`src/rtl/intl_event_log.sv`:
```
// Interlock event logger: detects newly asserted interlock bits and queues them in a FWFT FIFO
// with sticky overflow and first-fault capture. Define INTL_LOG_TIMESTAMP_EN to add 32-bit timestamps.
module intl_event_log #(
  parameter int DEPTH = 16
) (
  input  logic                     i_clk,
  input  logic                     i_rst,
  input  logic [15:0]              i_intl_state,
  input  logic                     i_clr,
  input  logic                     i_pop,
  output logic                     o_evt_valid,
  output logic [15:0]              o_evt_state,
  output logic [15:0]              o_evt_new,
  output logic [31:0]              o_evt_time,
  output logic [$clog2(DEPTH):0]   o_fifo_cnt,
  output logic                     o_ovf,
  output logic [15:0]              o_first_fault,
  output logic                     o_first_valid
);

  localparam int AW = $clog2(DEPTH);
  localparam logic [AW:0] FullCnt = (AW+1)'(DEPTH);

  logic [15:0]   r_sQ;
  logic [15:0]   r_prevQ;
  logic [15:0]   r_memState [DEPTH];
  logic [15:0]   r_memNew   [DEPTH];
  logic [AW-1:0] r_wrPtr;
  logic [AW-1:0] r_rdPtr;
  logic [AW:0]   r_cnt;
  logic          r_ovf;
  logic [15:0]   r_firstFault;
  logic          r_firstValid;

  logic [15:0]   w_new;
  logic          w_evt;
  logic          w_empty;
  logic          w_full;
  logic          w_popEff;
  logic          w_push;

  // Rising-edge detection only: bits that were already high are never re-logged.
  always_ff @(posedge i_clk or posedge i_rst) begin
    if (i_rst) begin
      r_sQ    <= '0;
      r_prevQ <= '0;
    end else begin
      r_sQ    <= i_intl_state;
      r_prevQ <= r_sQ;
    end
  end

  assign w_new   = r_sQ & ~r_prevQ;
  assign w_evt   = |w_new;
  assign w_empty = (r_cnt == '0);
  assign w_full  = (r_cnt == FullCnt);

  // A pop frees a slot in the same cycle, so a full FIFO still accepts a push alongside it.
  assign w_popEff = i_pop & ~w_empty & ~i_clr;
  assign w_push   = w_evt & ~i_clr & (~w_full | w_popEff);

  always_ff @(posedge i_clk or posedge i_rst) begin
    if (i_rst) begin
      r_wrPtr <= '0;
      r_rdPtr <= '0;
      r_cnt   <= '0;
    end else if (i_clr) begin
      r_wrPtr <= '0;
      r_rdPtr <= '0;
      r_cnt   <= '0;
    end else begin
      if (w_push) begin
        r_wrPtr <= r_wrPtr + AW'(1);
      end
      if (w_popEff) begin
        r_rdPtr <= r_rdPtr + AW'(1);
      end
      case ({w_push, w_popEff})
        2'b10:   r_cnt <= r_cnt + (AW+1)'(1);
        2'b01:   r_cnt <= r_cnt - (AW+1)'(1);
        default: r_cnt <= r_cnt;
      endcase
    end
  end

  always_ff @(posedge i_clk) begin
    if (w_push) begin
      r_memState[r_wrPtr] <= r_sQ;
      r_memNew[r_wrPtr]   <= w_new;
    end
  end

  // Overflow and first-fault are sticky until clear; clear beats any same-cycle event.
  always_ff @(posedge i_clk or posedge i_rst) begin
    if (i_rst) begin
      r_ovf        <= 1'b0;
      r_firstFault <= '0;
      r_firstValid <= 1'b0;
    end else if (i_clr) begin
      r_ovf        <= 1'b0;
      r_firstFault <= '0;
      r_firstValid <= 1'b0;
    end else begin
      if (w_evt && !w_push) begin
        r_ovf <= 1'b1;
      end
      if (w_evt && !r_firstValid) begin
        r_firstFault <= w_new;
        r_firstValid <= 1'b1;
      end
    end
  end

`ifdef INTL_LOG_TIMESTAMP_EN
  logic [31:0] r_tsCnt;
  logic [31:0] r_memTime [DEPTH];

  always_ff @(posedge i_clk or posedge i_rst) begin
    if (i_rst) begin
      r_tsCnt <= '0;
    end else begin
      r_tsCnt <= r_tsCnt + 32'd1;
    end
  end

  always_ff @(posedge i_clk) begin
    if (w_push) begin
      r_memTime[r_wrPtr] <= r_tsCnt;
    end
  end

  assign o_evt_time = w_empty ? 32'd0 : r_memTime[r_rdPtr];
`else
  assign o_evt_time = 32'd0;
`endif

  assign o_evt_valid   = ~w_empty;
  assign o_evt_state   = w_empty ? 16'd0 : r_memState[r_rdPtr];
  assign o_evt_new     = w_empty ? 16'd0 : r_memNew[r_rdPtr];
  assign o_fifo_cnt    = r_cnt;
  assign o_ovf         = r_ovf;
  assign o_first_fault = r_firstFault;
  assign o_first_valid = r_firstValid;

endmodule
```
`config.mk`:
```
export PLATFORM = sky130hd
export DESIGN_NAME = intl_event_log
export DESIGN_NICKNAME = d
export VERILOG_FILES = /design/src/rtl/intl_event_log.sv
export SDC_FILE = /design/constraint.sdc
export NUM_CORES = 1
export LEC_CHECK = 0
export CAP_MARGIN = 20
export CORE_MARGIN = 5
export CORE_UTILIZATION = 58
export CTS_CLUSTER_DIAMETER = 150
export DETAILED_ROUTE_END_ITERATION = 8
export HOLD_SLACK_MARGIN = 0.08
export MAX_ROUTING_LAYER = met4
export PLACE_DENSITY = 0.77
export SLEW_MARGIN = 0
export SYNTH_ARGS = -nofsm -noshare
export SYNTH_HDL_FRONTEND = slang
export SYNTH_SLANG_ARGS = --single-unit
```
`constraint.sdc`:
```
create_clock -name i_clk -period 11.2 [get_ports i_clk]
set_input_delay 2.24 -clock i_clk [delete_from_list [all_inputs] [get_ports i_clk]]
set_output_delay 2.24 -clock i_clk [all_outputs]
set_load 0.05 [all_outputs]
```
* Yosys cells after proc, flatten, opt, wreduce, memory -nomap -nowiden
Memory sizes are Yosys's and may differ from the RTL's. Cells that the tools add are included.
Word-level totals: input port bits 20, bits in writable memories 512, memories kept 2, bits in registers 63
Memories:
- r_memNew | words 16, width 16, rd ports 1, clocked after Yosys merged registers in 0, wr ports 1, RTL line 27 | logic [15:0] r_memNew [DEPTH];
- r_memState | words 16, width 16, rd ports 1, clocked after Yosys merged registers in 0, wr ports 1, RTL line 26 | logic [15:0] r_memState [DEPTH];
Operators by class: eq/ne operators 3, multiplexer cells 16, $add $sub $neg 4, bitwise logic cells 10, reduce and logical (&&, ||, !) cells 11
Operator list (count):
- 2-to-1 mux 16 bit | 4
- AND 16 bit | 1
- 2-to-1 mux 4 bit | 4
- inverter 16 bit | 1
- OR reduction 16 bit | 1
- one-hot mux 5 bit (2 select lines) | 1
- adder 4 x 1 -> 4 bit (second input constant) | 2
- nonzero test 2 bit | 4
- 2-to-1 mux 1 bit | 6
- adder 5 x 1 -> 5 bit (second input constant) | 1
- equality test 5 bit (second input constant) | 1
- logical NOT 5 bit | 1
- 2-to-1 mux 5 bit | 1
- subtractor 5 x 1 -> 5 bit (second input constant) | 1
- AND 1 bit | 4
- inverter 1 bit | 3
- nonzero test 3 bit | 1
- equality test 2 x 1 -> 1 bit (second input constant) | 1
- equality test 2 bit (second input constant) | 1
- logical AND 1 bit | 2
- logical NOT 1 bit | 2
- bitwise OR 1 bit | 1

* Longest topological paths before layout
word-level depth 10, depth in mapped cells 11, mapped depth without buffers 11

* Worst setup path after synthesis
OpenSTA, ideal clock, no wires.
path kind input port to flip-flop, start point input i_clr, end point memory r_memNew[12][0], enable pin, stages on the path 5, setup time 0.421 ns, path slack 6.136 ns, required time 10.779 ns, arrival 4.643 ns, cells stage by stage nand2b_1 > and3_1 > clkbuf_1 > or4b_1 > nor2_1
Between the ends: cells in the longest elaborated chain, start to end 6
Ends and longest elaborated chain:
- from (decl) | RTL line 9 | input logic i_clr,
- inverter 1 bit * | RTL line 59, 60
- AND 1 bit | RTL line 59 | assign w_popEff = i_pop & ~w_empty & ~i_clr;
- bitwise OR 1 bit | RTL line 60 | assign w_push = w_evt & ~i_clr & (~w_full | w_popEff);
- AND 1 bit * | RTL line 60
- 2-to-1 mux 1 bit * | RTL line 87 | if (w_push) begin
- 2-to-1 mux 1 bit (not written as such) * | RTL line 89 | r_memNew[r_wrPtr] <= w_new;
- to (decl) | RTL line 27
Mark *: on every way between the ends. The rest lies on a longest branch, timed or not.

* Worst setup path after layout
start point register r_rdPtr[0], end point output o_evt_new[14]
Between the ends: cells in the longest elaborated chain, start to end 2
Ends and longest elaborated chain:
- from (decl) | RTL line 29 | logic [AW-1:0] r_rdPtr;
- from (signal assigned) | RTL line 76 | r_rdPtr <= r_rdPtr + AW'(1);
- memory read (16 x 16 bit)
- 2-to-1 mux 16 bit | RTL line 139 | assign o_evt_new = w_empty ? 16'd0 : r_memNew[r_rdPtr];
- to (decl) | RTL line 13 | output logic [15:0] o_evt_new,
Every way passes these cells.

==> run metrics <==
ys async rst share roughly 11%; Final Net Count 1164; Die W 206 um; Syn. warnings 0; Startpoint Class flop; number of global-route vias before repair roughly 11000; RSZ-0062 raised after global routing false; Worst-Skew Late Latency approximately 0.58 ns; Peak VDD IR about 0.00015 V; CTS tree built; most frequent cell after synthesis edfxtp_1; DR DRC count 0; Core Region ~0.038 mm^2; FF+latch count, synth about 580; Ports 108; Leak 0.00833 uW; Syn Area/Cell 22.1 um^2; final setup fails 0; EDFF count, synth 512; Post-Syn Instances 1013; register area share after synthesis 75.8%; Slew Limit Fails 0; area grow syn2layout 14.2%; worst relative slew slack 24.8%; pin count of the biggest net entering global routing just under 80; layout cells sized above 1 between 20% and 30%; post-CTS setup buffer count 0; Synth Cell Area roughly 0.022 mm^2; WS Path Type reg2out; HPWL Detailed 24500 um; CTS resizes 0; total die area about 0.043 mm^2; Reg area 0.0170 mm^2; DP Area about 0.024 mm^2; Setup WS pre-CTS approximately 5.0 ns; 1st-iter DRT viols between 1000 and 1500; Root Driver clkbuf_16; Setup crit end kind output port; CTS Hold Buffers Added 0; CP Max Fanout between 40 and 50; power density over the cells 209 mW/mm^2; first-pass GRT wire length around 73000 um; gpl congestion roughly 0.76; Multi-input gate area between 0.005 and 0.006 mm^2; Port Buffers 75; clk sink count approximately 580; fill count between 2000 and 2500; Final Cell Area roughly 0.026 mm^2; vias per cell ~6.2; HP Class reg2reg; Die Ht between 200 and 250 um; vias around 11000; Initial Util 58.3%; diode count 0; Yosys top cell area share between 60 and 70%; CTS buffer count 53; Worst Path Required between 8 and 9 ns; list of most frequent post-synthesis cells edfxtp_1, mux4_2, dfrtp_1; worst clock skew 0.0208 ns; Routed WL a little under 50000 um; status completed; CTS clk-pin slew, worst paths 0.06 ns; setup ws final 4.43 ns; Yosys top cell by area edfxtp_1; Max Cap Viol 0; Worst EP arrival between 4 and 5 ns; row cnt slightly above 70; TNS Setup 0 ns; Final Hold Fails 0; drt wl/cell between 20 and 30 um; final core occ roughly two thirds; Max clock buf depth 3; total iterations of the first detailed-routing run 5; fmax 148 MHz; post-layout min period roughly 6.8 ns; ys flop type edfxtp_1; global router's overall resource usage between 20% and 30%; synth top area cells edfxtp_1, mux4_2, dfrtp_1; pin slew with the least headroom to its limit around 1.1 ns; total gr overflow 0; antenna violations before repair 1; H-tree depth 2; Yosys cell types 41; Post-DRT Antenna Nets 0; period utilization 60.4%
[cells by family after synthesis]
group	Yosys count	synth area share, %
simple gates	134	3.42
fa+ha+maj	9	0.537
flops	575	75.8
mux	186	17.3
other cells	1	0.0168
buf+inv	91	2.29
compound gates	13	0.420
xor+xnor	4	0.157
[critical path, cell delays in order (launching register included)]
cell	delay, ns
dfrtp_4	1.01
buf_4	0.83
mux4_2	0.64
mux4_2	0.53
and2_1	0.19
clkdlybuf4s50_1	0.70
[final cells by class]
class                   count  area share, %
multi-input cells         378           19.9
flip-flops and latches    575           66.4
repair buffers            115           4.16
inverters                  12          0.181
clock inverters            17          0.642
clock buffers              81           6.16
well taps                 518           2.54
[report_power, final]
part | leakage, uW | switching (uW) | internal, uW
clock network | 0.000851 | 754 | 1040
logic | 0.00203 | 579 | 491
registers | 0.00545 | 86.2 | 2380
[placed cells by master, fill, tap and decap left out, types with 3 or more instances in the layout]
master and instances:
a21oi_1 5, and2_1 32, and2_2 8, buf_4 39, bufinv_16 3, clkbuf_1 16
clkbuf_16 55, clkbuf_8 10, clkdlybuf4s50_1 75, clkinv_1 5, clkinv_2 7, conb_1 32
dfrtp_1 59, edfxtp_1 512, ha_1 8, inv_1 11, mux2_1 4, mux2_2 3
mux2i_1 18, mux4_2 160, nand2_1 8, nand3_1 5, nor2_1 30, nor2_4 8
nor2b_1 21, nor3_1 4, nor4_1 3, nor4_2 4, xor2_1 3
[routing by layer]
| layer | up-vias | share of wire, % | track usage (%) |
|---|---|---|---|
| li1 | 4317 | - | - |
| met1 | 5608 | 38 | 32.9 |
| met4 | 0 | 1.7 | 4.97 |
| met2 | 536 | 52 | 40.2 |
| met5 | - | 0 | - |
| met3 | 57 | 8.2 | 4.53 |
[flip-flops by register name, summed over array words and instances (netlist names), 4 cells and up]
register       flops
r_wrPtr            4
r_prevQ           16
o_first_fault     16
r_sQ              16
r_memState       256
r_rdPtr            4
r_memNew         256
o_fifo_cnt         5
[final timing paths]
path / start / endpoint / slack (ns) / depth (start not counted)
worst min register to register: o_ovf / o_ovf / 0.51 / 2
worst max register to register: r_sQ[1] / o_fifo_cnt[4] / 7.08 / 12
min in group asynchronous: i_rst / r_sQ[0] / 2.25 / 3
worst min-delay path: o_ovf / o_ovf / 0.51 / 2
worst max-delay path: r_rdPtr[0] / o_evt_new[14] / 4.43 / 5
max in group asynchronous: i_rst / r_rdPtr[0] / 8.29 / 3
[metrics by stage]
step	hold WS (ns)	cells	total power (uW)
after floorplan	0.560	1044	3320
after global placement	0.491	1596	3580
after detailed placement	0.494	1597	3590
after CTS	0.512	1695	5360
after global routing	0.553	1696	5520
final	0.510	1696	5330
Note: power is estimated with default switching activity, not from simulation.
